===== config.mk =====
export PLATFORM = sky130hd
export DESIGN_NAME = amplitude_ramp_flat
export DESIGN_NICKNAME = d
export VERILOG_FILES = /design/src/rtl/amplitude_ramp_if.sv /design/src/rtl/amplitude_ramp.sv /design/src/flat_wrapper.sv
export SDC_FILE = /design/constraint.sdc
export NUM_CORES = 1
export LEC_CHECK = 0
export ABC_AREA = 1
export CORE_MARGIN = 3
export CORE_UTILIZATION = 55
export CTS_CLUSTER_DIAMETER = 40
export DETAILED_ROUTE_END_ITERATION = 12
export GPL_TIMING_DRIVEN = 0
export PLACE_DENSITY = 0.77
export SLEW_MARGIN = 20
export SYNTH_ARGS = -nofsm -noshare
export SYNTH_HDL_FRONTEND = slang
export SYNTH_SLANG_ARGS = --single-unit

===== constraint.sdc =====
create_clock -name clk -period 2.55 [get_ports clk]
set_input_delay 0.51 -clock clk [delete_from_list [all_inputs] [get_ports clk]]
set_output_delay 0.51 -clock clk [all_outputs]
set_load 0.03 [all_outputs]

===== src/rtl/amplitude_ramp_if.sv =====
// Control/status bundle between a sequencer (master) and the amplitude ramp (slave).
// The slave side produces the amplitude and enable that feed the sine PWM generator.
interface amplitude_ramp_if #(
  parameter int RESOLUTION = 8
);
  logic [RESOLUTION-1:0] target;
  logic                  load;
  logic                  start;
  logic                  stop;
  logic [RESOLUTION-1:0] max_value;
  logic                  enable;
  logic                  busy;
  logic                  done;

  modport master (
    output target, load, start, stop,
    input  max_value, enable, busy, done
  );

  modport slave (
    input  target, load, start, stop,
    output max_value, enable, busy, done
  );
endinterface


===== src/rtl/amplitude_ramp.sv =====
// Soft-start/soft-stop amplitude controller: walks max_value 1 LSB per step tick toward
// the loaded target, holds it, and on stop ramps to 0 before dropping enable.
module amplitude_ramp #(
  parameter int CLK_FREQUENCY  = 10000000,
  parameter int STEP_FREQUENCY = 1000,
  parameter int RESOLUTION     = 8
) (
  input logic               clk,
  input logic               reset,
  amplitude_ramp_if.slave   bus
);

  localparam int DIVIDER = CLK_FREQUENCY / STEP_FREQUENCY;
  localparam int CNT_W   = (DIVIDER > 1) ? $clog2(DIVIDER) : 1;
  localparam logic [CNT_W-1:0] CNT_LAST = (DIVIDER > 1) ? CNT_W'(DIVIDER - 1) : {CNT_W{1'b0}};
  localparam logic [RESOLUTION-1:0] VAL_ZERO = {RESOLUTION{1'b0}};
  localparam logic [RESOLUTION-1:0] VAL_MAX  = {RESOLUTION{1'b1}};

  typedef enum logic [1:0] {
    IDLE     = 2'd0,
    RAMP     = 2'd1,
    HOLD     = 2'd2,
    SHUTDOWN = 2'd3
  } state_e;

  state_e                state_q, state_d;
  logic [RESOLUTION-1:0] max_q, max_d;
  logic [RESOLUTION-1:0] target_q, target_d;
  logic                  enable_q, enable_d;
  logic                  busy_q, busy_d;
  logic                  done_q, done_d;
  logic [CNT_W-1:0]      cnt_q, cnt_d;
  logic                  tick_s;
  logic                  start_s;

  function automatic logic [RESOLUTION-1:0] inc_sat(input logic [RESOLUTION-1:0] v);
    logic [RESOLUTION-1:0] r;
    if (v == VAL_MAX) begin
      r = VAL_MAX;
    end else begin
      r = v + {{(RESOLUTION-1){1'b0}}, 1'b1};
    end
    return r;
  endfunction

  function automatic logic [RESOLUTION-1:0] dec_sat(input logic [RESOLUTION-1:0] v);
    logic [RESOLUTION-1:0] r;
    if (v == VAL_ZERO) begin
      r = VAL_ZERO;
    end else begin
      r = v - {{(RESOLUTION-1){1'b0}}, 1'b1};
    end
    return r;
  endfunction

  // A divider of 0 or 1 degenerates to a step on every cycle.
  assign tick_s  = (DIVIDER <= 1) ? 1'b1 : (cnt_q == CNT_LAST);
  assign start_s = bus.start & ~bus.stop;

  // Next-state, amplitude and output decode.
  always_comb begin
    state_d  = state_q;
    max_d    = max_q;
    enable_d = enable_q;
    done_d   = 1'b0;
    if (bus.load) begin
      target_d = bus.target;
    end else begin
      target_d = target_q;
    end

    case (state_q)
      IDLE: begin
        max_d    = VAL_ZERO;
        enable_d = 1'b0;
        if (start_s) begin
          state_d  = RAMP;
          enable_d = 1'b1;
        end else begin
          state_d  = IDLE;
        end
      end
      RAMP: begin
        if (bus.stop) begin
          state_d = SHUTDOWN;
        end else if (max_q == target_q) begin
          state_d = HOLD;
          done_d  = 1'b1;
        end else if (tick_s) begin
          if (max_q < target_q) begin
            max_d = inc_sat(max_q);
          end else begin
            max_d = dec_sat(max_q);
          end
        end else begin
          max_d = max_q;
        end
      end
      HOLD: begin
        if (bus.stop) begin
          state_d = SHUTDOWN;
        end else if (target_q != max_q) begin
          state_d = RAMP;
        end else begin
          state_d = HOLD;
        end
      end
      SHUTDOWN: begin
        // A fresh start resumes from the current amplitude instead of bottoming out.
        if (start_s) begin
          state_d = RAMP;
        end else if (max_q == VAL_ZERO) begin
          state_d  = IDLE;
          enable_d = 1'b0;
        end else if (tick_s) begin
          max_d = dec_sat(max_q);
        end else begin
          max_d = max_q;
        end
      end
      default: begin
        state_d  = IDLE;
        max_d    = VAL_ZERO;
        enable_d = 1'b0;
      end
    endcase

    busy_d = (state_d == RAMP) || (state_d == SHUTDOWN);

    // Restarting the prescaler on entry makes the first step land a full divider later.
    if ((state_d != state_q) || !((state_q == RAMP) || (state_q == SHUTDOWN))) begin
      cnt_d = {CNT_W{1'b0}};
    end else if (tick_s) begin
      cnt_d = {CNT_W{1'b0}};
    end else begin
      cnt_d = cnt_q + {{(CNT_W-1){1'b0}}, 1'b1};
    end
  end

  // State, amplitude and registered outputs.
  always_ff @(posedge clk or posedge reset) begin
    if (reset) begin
      state_q  <= IDLE;
      max_q    <= VAL_ZERO;
      target_q <= VAL_ZERO;
      enable_q <= 1'b0;
      busy_q   <= 1'b0;
      done_q   <= 1'b0;
      cnt_q    <= {CNT_W{1'b0}};
    end else begin
      state_q  <= state_d;
      max_q    <= max_d;
      target_q <= target_d;
      enable_q <= enable_d;
      busy_q   <= busy_d;
      done_q   <= done_d;
      cnt_q    <= cnt_d;
    end
  end

  assign bus.max_value = max_q;
  assign bus.enable    = enable_q;
  assign bus.busy      = busy_q;
  assign bus.done      = done_q;

endmodule


===== src/flat_wrapper.sv =====
// flat-port wrapper written by rule: the top's interface ports become plain ports
module amplitude_ramp_flat 
#(
  parameter int CLK_FREQUENCY  = 10000000,
  parameter int STEP_FREQUENCY = 1000,
  parameter int RESOLUTION     = 8
)
  (clk, reset, bus_target, bus_load, bus_start, bus_stop, bus_max_value, bus_enable, bus_busy, bus_done);
  amplitude_ramp_if #(.RESOLUTION(RESOLUTION)) bus_i ();
  input logic clk;
  input logic reset;
  input wire logic [$bits(bus_i.target)-1:0] bus_target;
  input wire logic [$bits(bus_i.load)-1:0] bus_load;
  input wire logic [$bits(bus_i.start)-1:0] bus_start;
  input wire logic [$bits(bus_i.stop)-1:0] bus_stop;
  output wire logic [$bits(bus_i.max_value)-1:0] bus_max_value;
  output wire logic [$bits(bus_i.enable)-1:0] bus_enable;
  output wire logic [$bits(bus_i.busy)-1:0] bus_busy;
  output wire logic [$bits(bus_i.done)-1:0] bus_done;
  assign bus_i.target = bus_target;
  assign bus_i.load = bus_load;
  assign bus_i.start = bus_start;
  assign bus_i.stop = bus_stop;
  assign bus_max_value = bus_i.max_value;
  assign bus_enable = bus_i.enable;
  assign bus_busy = bus_i.busy;
  assign bus_done = bus_i.done;
  amplitude_ramp #(.CLK_FREQUENCY(CLK_FREQUENCY), .STEP_FREQUENCY(STEP_FREQUENCY), .RESOLUTION(RESOLUTION)) u_core (.clk(clk), .reset(reset), .bus(bus_i));
endmodule

==> metrics.txt <==
CTS buffer count 5; Avg Cell Area, Syn 7.47 µm²; Final Core Density 68.7%; GPL Wtd Cong 0.901; Worst-Margin Slew 0.727 ns; DR vias 2,185; Max FO, Critical Path 10; Crit path arrival time 2.32 ns; 1st-iter DRT viols 156; # clock sinks 34; Port-buffer cells 23; Final period util 84.1%; Crit Path Class flop to flop; post-synthesis cell area 2480 µm²; flop and latch count out of synthesis 34; hpwl dp 3880 µm; detailed-route wire length per cell 12.8 µm; Die Wd 73.1 µm; row count 23; Synth cell types 37; gr ovfl total 0; WHS 0.535 ns; core area 4170 µm²; Initial Util 59.4%; setup ws final 0.405 ns; die area 5350 µm²; Clock Latency Late Sink 0.28 ns; Slew headroom 51.5%; sequential share of power 31.7%; LEAKAGE 0.00140 µW; CP Launch Type flop; htree depth 2; final net count 391; most common cell after layout, fill and taps aside nand2_1; Clock Skew 0.00416 ns; Final setup viols 0; drc violations 0; Critical path origin u_core.bus.max_value[0]; Internal 1250 µW; Post-CTS Setup Bufs 0; Detail Route Antenna Nets 0; CTS tree yes; worst hold start u_core.cnt_q[0]; total power draw 2230 µW; largest net degree at the start of global routing 35; CP required 2.72 ns; layout cells sized above 1 12.4%; antenna violations before repair 0; most frequent cells in the layout nand2_1 (64), inv_1 (42), nor2_1 (35), dfrtp_1 (34), nand3_1 (33); Critical Path Sink Type flop; RR Startpoint u_core.bus.max_value[0]; CTS Hold Bufs 0; part of the power in the clock network 18.8%; switching part of the total power 44.0%; first-pass GRT wire length 9220 µm; final wirelength 5290 µm; PostCTS Resize Cnt 0; Avg Vias per Cell 5.29; sequential cell area fraction in the yosys report 34.3%; Syn-to-layout area delta 15.6%; status complete, no violations; DR pass1 iterations 5; total number of yosys warnings 0; unrepaired setup endpoints after global routing false; Slew Viols, Final 0; Final TNS setup 0 ns; Die Y 73.1 µm; Max VDD drop 0.000496 V; clock buffer depth 2; number of max-cap violations 0; io pins 24; Min-Delay Path Class flop to flop; fmax 0.466 GHz; root buf cell clkbuf_8; Comb pwr share 49.5%; syn nets 361; Hold Vio Cnt, Final 0; All-Layer GR Usage 22.0%; pwr/cell area 778 nW/µm²; P_sw 982 µW; Cells after Synth 332; antenna cells 0; Final min period 2.15 ns; vias in the first global route 1,999; clk slew on worst S/H paths 0.07 ns; worst slack, placed 0.417 ns
[metal layers]
metal  GRT usage [%]  wire length [µm]
met4            5.74                46
met5               0                 0
met1            32.5              2680
met3            4.41               276
met2            32.8              2290
[path summary, 6_finish.rpt]
kind,endpoint,slack [ns],depth (start not counted)
max in group asynchronous,u_core.cnt_q[10],1.42,2
hold reg to reg,u_core.cnt_q[0],0.53,3
min in group asynchronous,u_core.cnt_q[0],0.67,2
setup / recovery,u_core.cnt_q[9],0.40,14
hold / removal,u_core.cnt_q[0],0.53,3
setup reg to reg,u_core.cnt_q[9],0.40,14
[registers in the layout (all words and copies together), names as in the netlist]
name and flops:
u_core.bus.done 1, u_core.cnt_q 14, u_core.bus.max_value 8, u_core.bus.enable 1, u_core.bus.busy 1, u_core.state_q 1
u_core.target_q 8
[per-stage QoR]
stage,area (µm²),cells
after floorplan,2480,332
after global placement,2770,405
after detailed placement,2770,405
after CTS,2870,413
after global routing,2870,413
final,2870,413
[cell type report]
| class | count | area [µm²] |
|---|---|---|
| Multi-Input combinational cell | 241 | 1380 |
| Fill cell | 359 | 1310 |
| Sequential cell | 34 | 851 |
| Timing Repair Buffer | 23 | 230 |
| Inverter | 51 | 194 |
| Clock buffer | 6 | 82.6 |
| Tap cell | 50 | 62.6 |
| Buffer | 6 | 50.0 |
| Clock inverter | 2 | 12.5 |
[synth_stat cells (all sizes together)]
cell type | instances | share of area (%)
nand2 | 69 | 12
inv | 50 | 7.7
nor2 | 47 | 8.7
nand3 | 35 | 7.5
dfrtp | 34 | 34
o21ai | 18 | 3.6
ha | 16 | 8.1
xor2 | 13 | 4.6
nand4 | 10 | 2.5
a21boi | 8 | 2.4
a21oi | 6 | 1.4
buf | 5 | 1.9
nor3 | 3 | 0.61
or2 | 3 | 0.76
xnor2 | 3 | 1.1
a31oi | 2 | 0.50
nand3b | 2 | 0.61
a211oi | 1 | 0.30
a22oi | 1 | 0.30
clkbuf | 1 | 0.15
clkinv | 1 | 0.15
mux2 | 1 | 0.45
nor4 | 1 | 0.25
o211ai | 1 | 0.30
o21a | 1 | 0.30
[power by group through the flow]
stage	sequential (µW)	clock, µW	combinational (µW)
after floorplan	793	0	721
after global placement	712	0	1070
after detailed placement	713	0	1100
after CTS	704	437	1100
after global routing	720	460	1220
final	706	420	1100
[worst max-delay path, stage by stage, from the launching register on]
cell     delay (ns)
dfrtp_1        0.46
inv_1          0.16
ha_1           0.30
nand2_1        0.04
nor2_1         0.18
nand3_1        0.13
nand2_1        0.08
nand2_1        0.06
nand2_2        0.07
nand2_2        0.05
nand2_1        0.06
nand2_1        0.07
nand3_2        0.14
buf_6          0.19
nor2_2         0.05
[logic make-up after synthesis]
group | count (synthesis) | synth area share, %
flip-flops | 34 | 34.3
buffers and inverters | 57 | 9.84
multiplexers | 1 | 0.454
adder cells (fa/ha/maj) | 16 | 8.08
AO/OA/AOI/OAI | 38 | 9.14
AND/OR/NAND/NOR | 170 | 32.5
XOR/XNOR | 16 | 5.65
Note: power is estimated with default switching activity, not from simulation.
==> variant: new RTL, config.mk and constraints unchanged <==
Reset style: synchronous (`reset`), changed in one clocked block.
--- a/src/rtl/amplitude_ramp.sv
+++ b/src/rtl/amplitude_ramp.sv
@@ -138,7 +138,7 @@
   end
 
   // State, amplitude and registered outputs.
-  always_ff @(posedge clk or posedge reset) begin
+  always_ff @(posedge clk) begin
     if (reset) begin
       state_q  <= IDLE;
       max_q    <= VAL_ZERO;
Behaviour: differs if reset is asserted again (counterexample within 4 cycles, from zero or initial values and one cycle with reset high); with reset held inactive, the same outputs for 10 cycles.
==> variant against the unedited design <==
Worst setup slack lost 0.12 ns; area after synthesis shrank 4.5%; design area shrank 4.2%; wire length grew 1.3%; worst hold slack lost 0.068 ns; sequential cell count is the same; via count grew 2.1%; critical path type unchanged; largest cell class unchanged; highest routed layer unchanged.
Power is not compared: it rests on default switching activity, and its combinational part moved more than twofold at a synthesized area within 25%.
==> variant: results (changes against the unedited design) <==
Placed design
  • Gpl congestion: 0.895 (was 0.901)
  • Port bufs: 22 (was 23)
  • Place WS: 0.301 ns (was 0.417 ns)
  • Post-DP HPWL: 3.93 mm (was 3.88 mm)
  • Inst Count DP: 418 (was 405)
  • DP Area: 2650 µm² (was 2770 µm²)

Final layout
  • Final layout net count: 404 (was 391)
  • Number of multi-input logic gates: 255 (was 241)
  • Layout cells sized above 1: 13.3% (was 12.4%)
  • Seq cells: 34 (unchanged)
  • Seq area share: 24.8% (was 29.7%)
  • Syn-to-layout area delta: 16.0% (was 15.6%)
  • Non-clock inverters: 49 (was 51)
  • Bufs w/o clock: 30 (was 29)
  • FILL cells: 382 (was 359)
  • Buffering overhead: 9.85% (was 9.78%)
  • Cell Count, Final, Fillers Out: 426 (was 413)
  • Most flops, register: u_core.cnt_q (unchanged)
  • Clock-cell share: 3.46% (was 3.32%)
  • Multi-input combinational cell area: 1450 µm² (was 1380 µm²)

Synth
  • Ys async rst share: 0% (was 100%)
  • Mapped Cells: 346 (was 332)
  • Netlist cell types: 30 (was 37)
  • Top cells by area, synth: dfxtp_1 29%, nand2_1 11%, ha_1 8.5%, inv_1 5.9%, nor2_1 5.9% (was dfrtp_1 34%, nand2_1 9.7%, ha_1 8.1%, nand3_1 6.7%, inv_1 6.5%)
  • Post-synth top cells: 72 x nand2_1, 37 x inv_1, 37 x nor2_1 (was 64 x nand2_1, 43 x inv_1, 35 x nor2_1)
  • Top FF cell, synth: dfxtp_1 (was dfrtp_1)
  • Mapped Nets: 375 (was 361)
  • Register area share after synthesis: 28.8% (was 34.3%)

GRT
  • Met3 usage: 4.21% (was 4.41%)
  • Number of global-route vias before repair: 2,035 (was 1,999)
  • Total track usage: 22.4% (was 22.0%)
  • Global-route wire length before repair: 9.15 mm (was 9.22 mm)
  • Largest net degree at the start of global routing: 12 (was 35)
  • Met2 GRT Util: 35.0% (was 32.8%)
  • Met1 global-route usage: 30.4% (was 32.5%)

Setup path
  • Slowest-stage cell, CP: dfxtp_1 (was dfrtp_1)
  • Crit-path leading delay family: simple AND/OR/NAND/NOR gates (unchanged)
  • Worst EP arrival: 2.44 ns (was 2.32 ns)

Drt
  • Vias: 2,230 (was 2,185)
  • DRT iter0 DRCs: 119 (was 156)
  • Post-Route WL: 5.35 mm (was 5.29 mm)
  • Drt pass-1 iters: 4 (was 5)

Power and ir drop
  • Leakage: 1.16 nW
  • Clock-net power: 0.418 mW

STA
  • Clock Skew: 0.00686 ns (was 0.00416 ns)
  • Slew margin rel.: 65.5% (was 51.5%)

Clock network
  • Clock buffer depth: 2 (unchanged)

Status
  • Status: finished clean (unchanged)

Floorplanning
  • Full die area: 5130 µm² (was 5350 µm²)
==> variant: changes by cell type after synthesis, sizes merged, moves of 8 or more <==
cell,change
dfrtp,-34
nand3,-9
a21oi,+16
nor3,+20
dfxtp,+34
a21boi,-8
==> variant: final timing paths <==
kind / startpoint / end / slack, ns / cells past startpoint
setup reg to reg: u_core.bus.max_value[0] / u_core.cnt_q[3] / 0.28 / 12
hold reg to reg: u_core.target_q[5] / u_core.target_q[5] / 0.47 / 2
setup / recovery: u_core.bus.max_value[0] / u_core.cnt_q[3] / 0.28 / 12
hold / removal: u_core.target_q[5] / u_core.target_q[5] / 0.47 / 2
==> variant: kinds of logic after synthesis <==
kind of cell | share of synthesized area [%]
DFF | 28.8
and+or+nand+nor | 34.7
AOI/OAI and AO/OA | 10.8
buffers and inverters | 9.88
adders and majority gates | 8.46
xor gates and xnor gates | 7.40
==> variant: metal layers <==
layer  share of wire, %  wire, µm
met1                 47      2510
met2                 45      2430
met3                5.8       308
met4                1.9       102
met5                  0         0
